==> src/rtl/pipeline_ctrl.sv <==
// pipeline_ctrl
//   Hazard and sequencing controller for the 5-stage pipeline. Drives the
//   enable/flush pair of every pipeline latch plus the PC enable, sequences
//   the end-of-program dcache flush into a permanent halt, and keeps a
//   saturating count of RUN cycles in which the PC was held.
//
// Ports
//   CLK, nRST                 clock (rising edge), async active-low reset
//   ihit, dhit                fetch / MEM data access completes this cycle
//   mem_dren, mem_dwen        MEM-stage load / store request
//   ex_memread, ex_rt         EX instruction is a load, and its destination
//   id_rs, id_rt              source registers of the ID instruction
//   id_jump                   ID instruction is J/JAL/JR
//   mem_branch_taken          branch in MEM resolved taken
//   wb_halt                   HALT has reached the MEM/WB latch output
//   dflush_done               dcache write-back flush complete
//   pc_en                     PC load enable
//   {fl,dl,el,ml}_{en,flush}  IF/ID, ID/EX, EX/MEM, MEM/WB latch controls
//   dflush_req                dcache flush request
//   halted                    processor halted
//   stall_cnt                 RUN cycles with pc_en=0 (saturating)
module pipeline_ctrl #(
    parameter int CNT_W = 16
) (
    input  logic             CLK,
    input  logic             nRST,
    input  logic             ihit,
    input  logic             dhit,
    input  logic             mem_dren,
    input  logic             mem_dwen,
    input  logic             ex_memread,
    input  logic [4:0]       ex_rt,
    input  logic [4:0]       id_rs,
    input  logic [4:0]       id_rt,
    input  logic             id_jump,
    input  logic             mem_branch_taken,
    input  logic             wb_halt,
    input  logic             dflush_done,
    output logic             pc_en,
    output logic             fl_en,
    output logic             fl_flush,
    output logic             dl_en,
    output logic             dl_flush,
    output logic             el_en,
    output logic             el_flush,
    output logic             ml_en,
    output logic             ml_flush,
    output logic             dflush_req,
    output logic             halted,
    output logic [CNT_W-1:0] stall_cnt
);

    typedef enum logic [1:0] {
        RUN    = 2'd0,
        FLUSH  = 2'd1,
        HALTED = 2'd2
    } state_t;

    state_t state, next_state;
    logic   mem_stall;
    logic   load_use;

    // Increment that sticks at all-ones instead of wrapping.
    function automatic logic [CNT_W-1:0] sat_inc(input logic [CNT_W-1:0] v);
        logic [CNT_W-1:0] one;
        one = {{(CNT_W-1){1'b0}}, 1'b1};
        return (&v) ? v : v + one;
    endfunction

    assign mem_stall = (mem_dren | mem_dwen) & ~dhit;
    // $zero never carries a real dependency, so a load to r0 cannot stall.
    assign load_use  = ex_memread & (ex_rt != 5'd0) &
                       ((ex_rt == id_rs) | (ex_rt == id_rt));

    // State register and stall counter
    always_ff @(posedge CLK or negedge nRST) begin
        if (!nRST) begin
            state     <= RUN;
            stall_cnt <= '0;
        end else begin
            state <= next_state;
            if (state == RUN && !pc_en)
                stall_cnt <= sat_inc(stall_cnt);
        end
    end

    // Next state and latch controls
    always_comb begin
        next_state = state;
        pc_en      = 1'b0;
        fl_en      = 1'b0;
        fl_flush   = 1'b0;
        dl_en      = 1'b0;
        dl_flush   = 1'b0;
        el_en      = 1'b0;
        el_flush   = 1'b0;
        ml_en      = 1'b0;
        ml_flush   = 1'b0;
        dflush_req = 1'b0;
        halted     = 1'b0;

        case (state)
            RUN: begin
                if (wb_halt) begin
                    // Whole pipeline stops the cycle HALT retires.
                    next_state = FLUSH;
                end else if (mem_stall) begin
                    // Frozen: a taken branch waiting in EX/MEM redirects
                    // only once its data access completes.
                end else if (mem_branch_taken) begin
                    // Younger instructions are squashed, so branch wins
                    // over load-use and jump.
                    pc_en    = 1'b1;
                    fl_flush = 1'b1;
                    dl_flush = 1'b1;
                    el_flush = 1'b1;
                    ml_en    = 1'b1;
                end else if (load_use) begin
                    dl_flush = 1'b1;
                    el_en    = 1'b1;
                    ml_en    = 1'b1;
                end else if (id_jump) begin
                    pc_en    = 1'b1;
                    fl_flush = 1'b1;
                    dl_en    = 1'b1;
                    el_en    = 1'b1;
                    ml_en    = 1'b1;
                end else if (!ihit) begin
                    fl_flush = 1'b1;
                    dl_en    = 1'b1;
                    el_en    = 1'b1;
                    ml_en    = 1'b1;
                end else begin
                    pc_en = 1'b1;
                    fl_en = 1'b1;
                    dl_en = 1'b1;
                    el_en = 1'b1;
                    ml_en = 1'b1;
                end
            end
            FLUSH: begin
                dflush_req = 1'b1;
                if (dflush_done)
                    next_state = HALTED;
            end
            HALTED: begin
                halted = 1'b1;
            end
            default: begin
                next_state = RUN;
            end
        endcase
    end

endmodule

==> config.mk <==
export PLATFORM = sky130hd
export DESIGN_NAME = pipeline_ctrl
export DESIGN_NICKNAME = d
export VERILOG_FILES = /design/src/rtl/pipeline_ctrl.sv
export SDC_FILE = /design/constraint.sdc
export NUM_CORES = 1
export LEC_CHECK = 0
export ABC_AREA = 1
export CAP_MARGIN = 20
export CORE_ASPECT_RATIO = 1.1
export CORE_MARGIN = 3
export CORE_UTILIZATION = 48
export CTS_CLUSTER_SIZE = 24
export DETAILED_ROUTE_END_ITERATION = 10
export HOLD_SLACK_MARGIN = 0.15
export PLACE_DENSITY = 0.95
export SLEW_MARGIN = 20
export SYNTH_ARGS = -nofsm -noshare
export SYNTH_HDL_FRONTEND = slang
export SYNTH_SLANG_ARGS = --single-unit
==> constraint.sdc <==
create_clock -name CLK -period 3.7 [get_ports CLK]
set_input_delay 0.74 -clock CLK [delete_from_list [all_inputs] [get_ports CLK]]
set_output_delay 0.74 -clock CLK [all_outputs]
set_load 0.1 [all_outputs]
==> flow_summary_export.csv <==
group,metric,value,unit
clock_tree,cts_sinks,18,
sta,drv_slew,0,
synthesis,synth_top_family_by_area,"simple AND/OR/NAND/NOR gates",
setup_path,critPathKind,"input pin to primary output",
drt,num_vias,1593,
power_and_ir_drop,leakage,0.975,nW
grt,grt_pass1_vias,1501,
setup_path,crit_cells,10,
die,rows,19,
power_and_ir_drop,pwr-share-clk,11.0,%
grt,overflow,0,
status,run_status,"finished clean",
drt,viasPerCell,5.42,
drt,first_pass_iters,5,
grt,grt_pass1_wl,6730,microns
synthesis,syn_area_per_cell,6.61,sq um
setup_path,cp-start-kind,"input pin",
final_layout,most-common-layout-cells,"nand2_1 (76), clkdlybuf4s50_1 (43), inv_1 (23)",
synthesis,synth_mux_area_share,0,%
power_and_ir_drop,sequentialPowerShare,25.0,%
power_and_ir_drop,switching_share,56.7,%
power_and_ir_drop,p_int,481,uW
setup_path,critPathMaxStageDelay,0.52,ns
clock_tree,cts-root-buf,"clkbuf_4",
synthesis,syn_inst,213,
setup_path,path_buf_inv,2,
setup_path,cp_max_fo,4,
clock_tree,cts_max_path_buffers,2,
synthesis,synthXorXnorAreaFrac,8.71,%
clock_tree,clkSlewWorstSetupHoldPaths,0.11,ns
placed_design,dpl.hpwl,2990,microns
synthesis,yosysWarnings,0,
setup_path,r2r_end,"stall_cnt[11]",
hold_path,hold_depth,1,
hold_path,hp-start,"state[0]",
die,coreArea,2640,sq um
synthesis,synth_compound_area_share,2.58,%
placed_design,place_congestion,0.852,
die,initial_utilization,53.3,%
setup_path,cp_top_family,"buffers and inverters",
clock_tree,cts_tree,"yes",
synthesis,ys_seq_area_share,32.0,%
sta,finalHoldViolCount,0,
sta,max_freq,333,MHz
synthesis,synth-seq-cells,18,
sta,period_share,81.2,%
drt,ant_nets,0,
die,die_h,62.8,microns
clock_tree,cts.htree.levels,1,
power_and_ir_drop,vdd_ir_drop_max,0.000794,V
synthesis,synth_fa_ha_area_share,0.889,%
synthesis,synth_cell_types,28,
setup_path,crit_path_end_kind,"primary output",
sta,finalCriticalPeriod,3.00,ns
setup_path,reg2reg_from,"stall_cnt[0]",
grt,antenna_found_initial,0,
final_layout,final_common_cell,"nand2_1",
setup_path,arrival,2.26,ns
placed_design,io_buffers,51,
die,floorplan.die_area,3620,sq um
clock_tree,cts_setup_buffers,0,
setup_path,r2r_setup_slack,1.56,ns
flow_run,max_cap_violations,0,
sta,slew_headroom,33.7,%
grt,grt_start_max_net_pins,21,
grt,grt_usage,23.1,%
sta,timing.setup.tns,0,ns
clock_tree,cts_buffers,3,
final_layout,antenna_cells,0,
final_layout,synthToLayoutAreaGrowth,45.6,%
clock_tree,postCtsHoldBufs,0,
setup_path,critPathRequiredTime,2.96,ns
sta,tightest_slew,0.992,ns
sta,setup_viol,0,
final_layout,drive_gt1_share,9.89,%
power_and_ir_drop,comb_power_share,63.9,%
sta,fin_skew,0.00860,ns
die,fp.dieW,57.6,microns
hold_path,hold_end,"state[1]",
final_layout,num-nets-final,291,
sta,rsz0062_at_grt,"false",
setup_path,r2r_cells,9,
drt,totalWireLength,3950,microns
power_and_ir_drop,total_power,1.11,mW
synthesis,synth-simple-area-share,45.3,%
synthesis,syn_nets,240,
setup_path,crit_path_cell_trace,"clkdlybuf4s50_1, nor2_1, nor2_1, nor2_1, nand3_1, nand2_1, nand2_1, nand2_1, a21oi_1, buf_12",
hold_path,min_path_type,"flip-flop to flip-flop",
power_and_ir_drop,power_density,542,nW/um^2
drt,post-route-drc-count,0,
clock_tree,ctsResizeCount,0,
drt,drt-initial-drc-count,83,
setup_path,slowest_stage,"clkdlybuf4s50_1",
clock_tree,clock_latency,0.30,ns
synthesis,syn-cell-area,1410,sq um
power_and_ir_drop,p_sw,630,uW
die,io_pins,53,
drt,wl_per_cell,13.4,microns
## logic make-up after synthesis
family	after synthesis
flip-flops	18
XOR/XNOR	14
buffers and inverters	34
AO/OA/AOI/OAI	6
other	1
AND/OR/NAND/NOR	139
adder cells (fa/ha/maj)	1
## layer usage
metal	global-route usage (%)	part of all wire (%)	up-vias
li1	-	-	783
met1	27.8	38	732
met2	40.5	54	68
met3	4.96	6.7	10
met4	6.09	1.5	0
met5	0	0	-
## cell type report
| class | instances | area (sq um) |
|---|---|---|
| multi-input cells | 161 | 821 |
| repair buffers | 52 | 598 |
| fillers | 188 | 589 |
| flip-flops and latches | 18 | 450 |
| inverters | 28 | 105 |
| well taps | 31 | 38.8 |
| clock buffers | 4 | 36.3 |
## stage by stage
| step | hold slack (ns) | util, % | setup slack (ns) | std cells | cell area (sq um) |
|---|---|---|---|---|---|
| after floorplan | 0.444 | - | 0.277 | 213 | 1420 |
| after global placement | 0.487 | 76.3 | 0.755 | 290 | 2010 |
| after detailed placement | 0.503 | 76.3 | 0.699 | 290 | 2010 |
| after CTS | 0.518 | 77.7 | 0.693 | 294 | 2050 |
| after global routing | 0.551 | 77.7 | 0.564 | 294 | 2050 |
| final | 0.517 | 77.7 | 0.696 | 294 | 2050 |
## cell usage after synthesis
library cell | instances | share of area (%)
or2_2 | 1 | 0.44
a31o_2 | 1 | 0.62
inv_2 | 3 | 0.80
xor2_1 | 7 | 4.4
buf_6 | 1 | 0.80
nand3b_1 | 1 | 0.53
o21ai_1 | 1 | 0.36
nand3_4 | 1 | 1.2
nand3_1 | 8 | 2.8
nand3_2 | 1 | 0.71
a21oi_1 | 3 | 1.1
clkinv_1 | 2 | 0.53
o31ai_1 | 1 | 0.53
inv_1 | 23 | 6.1
nor2_1 | 19 | 5.1
ha_1 | 1 | 0.89
clkbuf_1 | 2 | 0.53
xnor2_1 | 7 | 4.4
buf_2 | 1 | 0.36
nand2_1 | 76 | 20
nor4_1 | 2 | 0.89
buf_4 | 2 | 1.1
nand2_2 | 2 | 0.89
conb_1 | 1 | 0.27
nor3_2 | 2 | 1.4
nor3_1 | 6 | 2.1
nand4_1 | 20 | 8.9
dfrtp_1 | 18 | 32
## power by group through the flow
stage               clock [mW]  combinational [mW]  sequential [mW]
finish                   0.123               0.710            0.278
global route             0.133               0.745            0.284
CTS                      0.123               0.710            0.277
detailed placement           0               0.704            0.280
global placement             0               0.695            0.276
floorplan                    0               0.364            0.423
## worst max-delay path by stage
stage / endpoint / start / slack (ns)
after floorplan: pc_en / id_rt[0] / 0.28
after global placement: dl_flush / ex_rt[0] / 0.76
after detailed placement: pc_en / ex_rt[0] / 0.70
after CTS: pc_en / ex_rt[0] / 0.69
after global routing: pc_en / ex_rt[3] / 0.56
final: pc_en / ex_rt[0] / 0.70
## state kept, by name, indices dropped and copies added, names as in the netlist
signal     cells
state          2
stall_cnt     16
Note: power is estimated with default switching activity, not from simulation.
